===== config.mk =====
export PLATFORM = sky130hd
export DESIGN_NAME = mem_port_arbiter
export DESIGN_NICKNAME = d
export VERILOG_FILES = /design/src/rtl/mem_port_arbiter.sv
export SDC_FILE = /design/constraint.sdc
export NUM_CORES = 1
export LEC_CHECK = 0
export CAP_MARGIN = 20
export CORE_AREA = 4 4 643 645
export DETAILED_ROUTE_END_ITERATION = 16
export DIE_AREA = 0 0 647 649
export PLACE_DENSITY_LB_ADDON = 0.08
export REMOVE_ABC_BUFFERS = 1
export SYNTH_ARGS = -nofsm -noshare
export SYNTH_HDL_FRONTEND = slang
export SYNTH_SLANG_ARGS = --single-unit
export TNS_END_PERCENT = 50

===== constraint.sdc =====
create_clock -name clk_i -period 2.2 [get_ports clk_i]
set_input_delay 0.66 -clock clk_i [delete_from_list [all_inputs] [get_ports clk_i]]
set_output_delay 0.66 -clock clk_i [all_outputs]
set_load 0.1 [all_outputs]

===== src/rtl/mem_port_arbiter.sv =====
// Round-robin arbiter/sequencer for the shared 256-bit data-memory port.
// One line transfer at a time, with a one-cycle gap after each and a watchdog abort.
module mem_port_arbiter #(
  parameter int ADDR_W  = 32,
  parameter int DATA_W  = 256,
  parameter int TIMEOUT = 1023
) (
  input  logic              clk_i,
  input  logic              rst_i,
  input  logic              m0_enable_i,
  input  logic              m0_write_i,
  input  logic [ADDR_W-1:0] m0_addr_i,
  input  logic [DATA_W-1:0] m0_data_i,
  output logic [DATA_W-1:0] m0_data_o,
  output logic              m0_ack_o,
  input  logic              m1_enable_i,
  input  logic              m1_write_i,
  input  logic [ADDR_W-1:0] m1_addr_i,
  input  logic [DATA_W-1:0] m1_data_i,
  output logic [DATA_W-1:0] m1_data_o,
  output logic              m1_ack_o,
  input  logic [DATA_W-1:0] mem_data_i,
  input  logic              mem_ack_i,
  output logic [DATA_W-1:0] mem_data_o,
  output logic [ADDR_W-1:0] mem_addr_o,
  output logic              mem_enable_o,
  output logic              mem_write_o,
  output logic              grant_o,
  output logic              busy_o,
  output logic              err_o
);

  typedef enum logic [1:0] {S_IDLE, S_BUSY, S_GAP} state_e;

  localparam logic [15:0] TIMEOUT_C = 16'(TIMEOUT);

  state_e              state_q, state_d;
  logic                last_grant_q, last_grant_d;
  logic [ADDR_W-1:0]   addr_q, addr_d;
  logic [DATA_W-1:0]   wdata_q, wdata_d;
  logic                write_q, write_d;
  logic                enable_q, enable_d;
  logic                err_q, err_d;
  logic [15:0]         wd_cnt_q, wd_cnt_d;

  logic any_req;
  logic pick;
  logic timeout_hit;
  logic done;

  // On a tie the requester that did not win last time gets the port.
  assign any_req     = m0_enable_i | m1_enable_i;
  assign pick        = (m0_enable_i && m1_enable_i) ? ~last_grant_q : m1_enable_i;
  assign timeout_hit = (TIMEOUT != 0) && (state_q == S_BUSY) && (wd_cnt_q == TIMEOUT_C);
  assign done        = (state_q == S_BUSY) && (mem_ack_i || timeout_hit);

  always_ff @(posedge clk_i) begin
    if (!rst_i) begin
      state_q <= S_IDLE;
    end else begin
      state_q <= state_d;
    end
  end

  always_comb begin
    state_d = state_q;
    case (state_q)
      S_IDLE:  if (any_req) state_d = S_BUSY;
      S_BUSY:  if (done) state_d = S_GAP;
      S_GAP:   state_d = S_IDLE;
      default: state_d = S_IDLE;
    endcase
  end

  always_comb begin
    m0_ack_o  = done && !last_grant_q;
    m1_ack_o  = done && last_grant_q;
    // A watchdog abort returns zero data; only a real ack carries memory data.
    m0_data_o = (m0_ack_o && mem_ack_i) ? mem_data_i : '0;
    m1_data_o = (m1_ack_o && mem_ack_i) ? mem_data_i : '0;
  end

  always_comb begin
    last_grant_d = last_grant_q;
    addr_d       = addr_q;
    wdata_d      = wdata_q;
    write_d      = write_q;
    enable_d     = enable_q;
    err_d        = err_q;
    wd_cnt_d     = wd_cnt_q;
    case (state_q)
      S_IDLE: begin
        if (any_req) begin
          last_grant_d = pick;
          addr_d       = pick ? m1_addr_i  : m0_addr_i;
          wdata_d      = pick ? m1_data_i  : m0_data_i;
          write_d      = pick ? m1_write_i : m0_write_i;
          enable_d     = 1'b1;
          wd_cnt_d     = '0;
        end
      end
      S_BUSY: begin
        if (done) begin
          enable_d = 1'b0;
          if (!mem_ack_i) err_d = 1'b1;
        end else begin
          wd_cnt_d = wd_cnt_q + 16'd1;
        end
      end
      default: ;
    endcase
  end

  always_ff @(posedge clk_i) begin
    if (!rst_i) begin
      last_grant_q <= 1'b1;
      addr_q       <= '0;
      wdata_q      <= '0;
      write_q      <= 1'b0;
      enable_q     <= 1'b0;
      err_q        <= 1'b0;
      wd_cnt_q     <= '0;
    end else begin
      last_grant_q <= last_grant_d;
      addr_q       <= addr_d;
      wdata_q      <= wdata_d;
      write_q      <= write_d;
      enable_q     <= enable_d;
      err_q        <= err_d;
      wd_cnt_q     <= wd_cnt_d;
    end
  end

  assign mem_addr_o   = addr_q;
  assign mem_data_o   = wdata_q;
  assign mem_write_o  = write_q;
  assign mem_enable_o = enable_q;
  assign grant_o      = last_grant_q;
  assign busy_o       = (state_q == S_BUSY);
  assign err_o        = err_q;

endmodule


==> reports/qor.txt <==
Worst EP required = 1540 ps
# rows = 235
Critical path, cell by cell = nor2b_4 -> nand2_2 -> nor2_4 -> buf_12 -> buf_16 -> buf_12 -> clkbuf_16 -> and2_4 -> buf_12
Worst setup startpoint = state_q[0]
RSZ-0062 raised after global routing = yes
Remaining antenna violation count after routing = 0
Area leader, netlist = dfxtp_1
Synth Cell Area = 17,200 µm²
Worst slack, placed = -1290 ps
Crit-path slowest cell = dfxtp_2
CTS tree = built
Crit. End Element = primary output
Initial Utilization = 0.0421
CP max FO = 8
Via/cell ratio = 2.45
Area growth syn-to-layout = 217%
Cell Pwr Density = 583 nW/µm²
Synth top area share = 0.361
Final hold slack = 495 ps
TritonRoute pass-1 iters = 4
Met3 Usage GRT = 0.0322
Count of state elements after synthesis = 310
Largest net degree at the start of global routing = 63
Met1 global-route usage = 0.0972
Final GP Congestion = 0.788
DIE WIDTH = 647 µm
LEAKAGE = 20.5 nW
Post-Synthesis Cells = 2,005
Grt met2 use = 0.249
Worst VDD drop = 518 µV
Cell count after placement = 9,300
Fmax = 336 MHz
Skew final = 14.8 ps
Normalized max-slew margin = 0.588
Post-route cell area = 54,400 µm²
Hold WC Path Type = reg -> reg
I/O Buffers = 1,645
Final hold vios = 0
Critical Path AT = 2320 ps
Gr ovfl total = 0
Failing checks = negative setup slack
Startpoint types = flop
Post-synth cell types = 52
Cts hold-fix bufs = 0
Total track usage = 0.114
Min cycle time layout = 2980 ps
Largest stage delay, worst path = 330 ps
Vias in the first global route = 24,100
Io pins = 1,646
Top_reg_cell synth = dfxtp_1
Nets@finish = 4,807
DRC viols = 0
Clk pin slew, worst setup/hold paths = 60 ps
Worst slew pin tran = 601 ps
Area of the core = 408,000 µm²
Die area = 420,000 µm²
Crit path buf inv count = 5
Top cells by area, synth = dfxtp_1 36%, and2_1 19%, mux2i_1 17%, a211oi_1 13%, nor2_1 6.5%
H-tree Lvls = 2
Post-DP Area = 49,900 µm²
Fin. max-slew vios = 0
Worst hold start = mem_data_o[255]
DR WL/cell = 26.7 µm
GRT Max-Usage Layer = met2
Yosys warning count = 0
Die height = 649 µm
Clk_lat worst skew = 630 ps
Async set-or-reset flop fraction in the synthesized netlist = 0
Syn_area_per_cell = 8.57 µm²
Vias = 23,300
Outcome = finished with violations
Global-route wire length before repair = 305 mm
Wirelength, routed = 253 mm
First DRT Iteration DRCs = 661
Seq/Total Area, Yosys = 0.361
Final period util = 1.35
Post-DP HPWL = 222 mm
Post-route non-filler standard cell count = 9,484
Setup-failing EPs final = 518
CTS Buf Count = 48
R2R setup slack = -220 ps
Clock root cell = clkbuf_16
Clock buffer depth = 3
Clk sinks = 310
Initial antenna violation count = 125
Crit-path most repeated cell = buf_12
Max Cap Violations = 0
Reg2reg start = grant_o
Delay-heaviest family, CP = buffers and inverters
Fin worst setup slack = -779 ps
Number of synthesized flops with an enable pin = 0
Crit Path Class = reg -> out
Share of layout cells above drive strength 1 = 0.439
==> tightest hold or removal path, stage by stage, from the launching register on <==
cell      delay (ps)
dfxtp_1          300
nor2_1            90
a211oi_1          50
==> area by class of cell <==
class | count | area [µm²]
fill | 46400 | 354000
clock buffer | 74 | 1430
multi-input combinational | 1497 | 11200
tap | 5451 | 6820
sequential | 310 | 6210
inverter | 3 | 18.8
antenna | 26 | 65.1
clock inverter | 16 | 268
timing repair buffer | 2107 | 28400
==> metrics by stage <==
step           utilization  power [mW]  setup TNS, ps
5_1_grt              0.133        33.2        -426530
6_report             0.133        31.7        -354640
4_1_cts              0.130        32.6        -454260
3_5_place_dp         0.122        23.1        -660650
3_3_place_gp         0.122        23.1        -683910
2_1_floorplan            -        14.9       -8801620
==> cell usage after synthesis (all sizes together) (4+ instances only) <==
cell      n
mux2i   290
a211oi  291
a31oi     5
and2    514
nor2    296
a21oi     5
clkbuf  114
or4       5
o211ai    4
dfxtp   310
nand4     7
nand2    18
nor4      6
o21ai     6
buf      81
nand3    11
==> registers in the layout (all words and copies together) (netlist names) <==
| register | count |
|---|---|
| mem_write_o | 1 |
| grant_o | 1 |
| mem_enable_o | 1 |
| state_q | 2 |
| wd_cnt_q | 16 |
| err_o | 1 |
| mem_data_o | 256 |
| mem_addr_o | 32 |
==> cell usage in the layout (no fill, tap or decap), types with 7 or more instances in the layout <==
cell type          n
buf_16            33
and2_4           383
buf_8              7
nor2_1           294
bufinv_16          7
clkbuf_8          11
nand2_1           17
a211oi_1         291
clkbuf_1          14
nand4_1            7
buf_6             10
clkdlybuf4s50_1  837
dfxtp_1          304
buf_12           752
and2_1           130
nand3_1           10
clkbuf_16         69
mux2i_1          290
buf_4            447
diode_2           26
==> report_power, final <==
part           internal (mW)  total [mW]  leakage (nW)  switching (mW)
Sequential              6.26        6.75          2.58           0.484
Clock                   5.28        8.60         0.827            3.32
Combinational           5.73        16.4          17.1            10.6
==> timing repair <==
item | CTS | global route
resized for setup | 225 | 284
pin swaps | 77 | 115
setup buffers | 20 | 15
setup endpoints to repair | 530 | 540
gates cloned | 24 | 23
==> routing by layer <==
layer / routed length [µm] / part of all wire / up-vias
met5: 231 / 0.00091 / -
met4: 8460 / 0.033 / 36
met1: 76200 / 0.30 / 10900
met2: 152000 / 0.60 / 1024
met3: 16900 / 0.066 / 304
li1: - / - / 11000
==> worst paths after layout <==
| kind | endpoint | cells after the start |
|---|---|---|
| max | m0_data_o[113] | 9 |
| min | mem_data_o[255] | 2 |
| max reg2reg | mem_data_o[141] | 7 |
| min reg2reg | mem_data_o[255] | 2 |
==> cell families after synthesis <==
family          after synthesis  share of synthesized area
simple gates                875                      0.275
compound gates              331                      0.145
flops                       310                      0.361
mux                         290                      0.169
buf+inv                     198                     0.0492
fa+ha+maj                     1                   0.000728
Note: power is estimated with default switching activity, not from simulation.
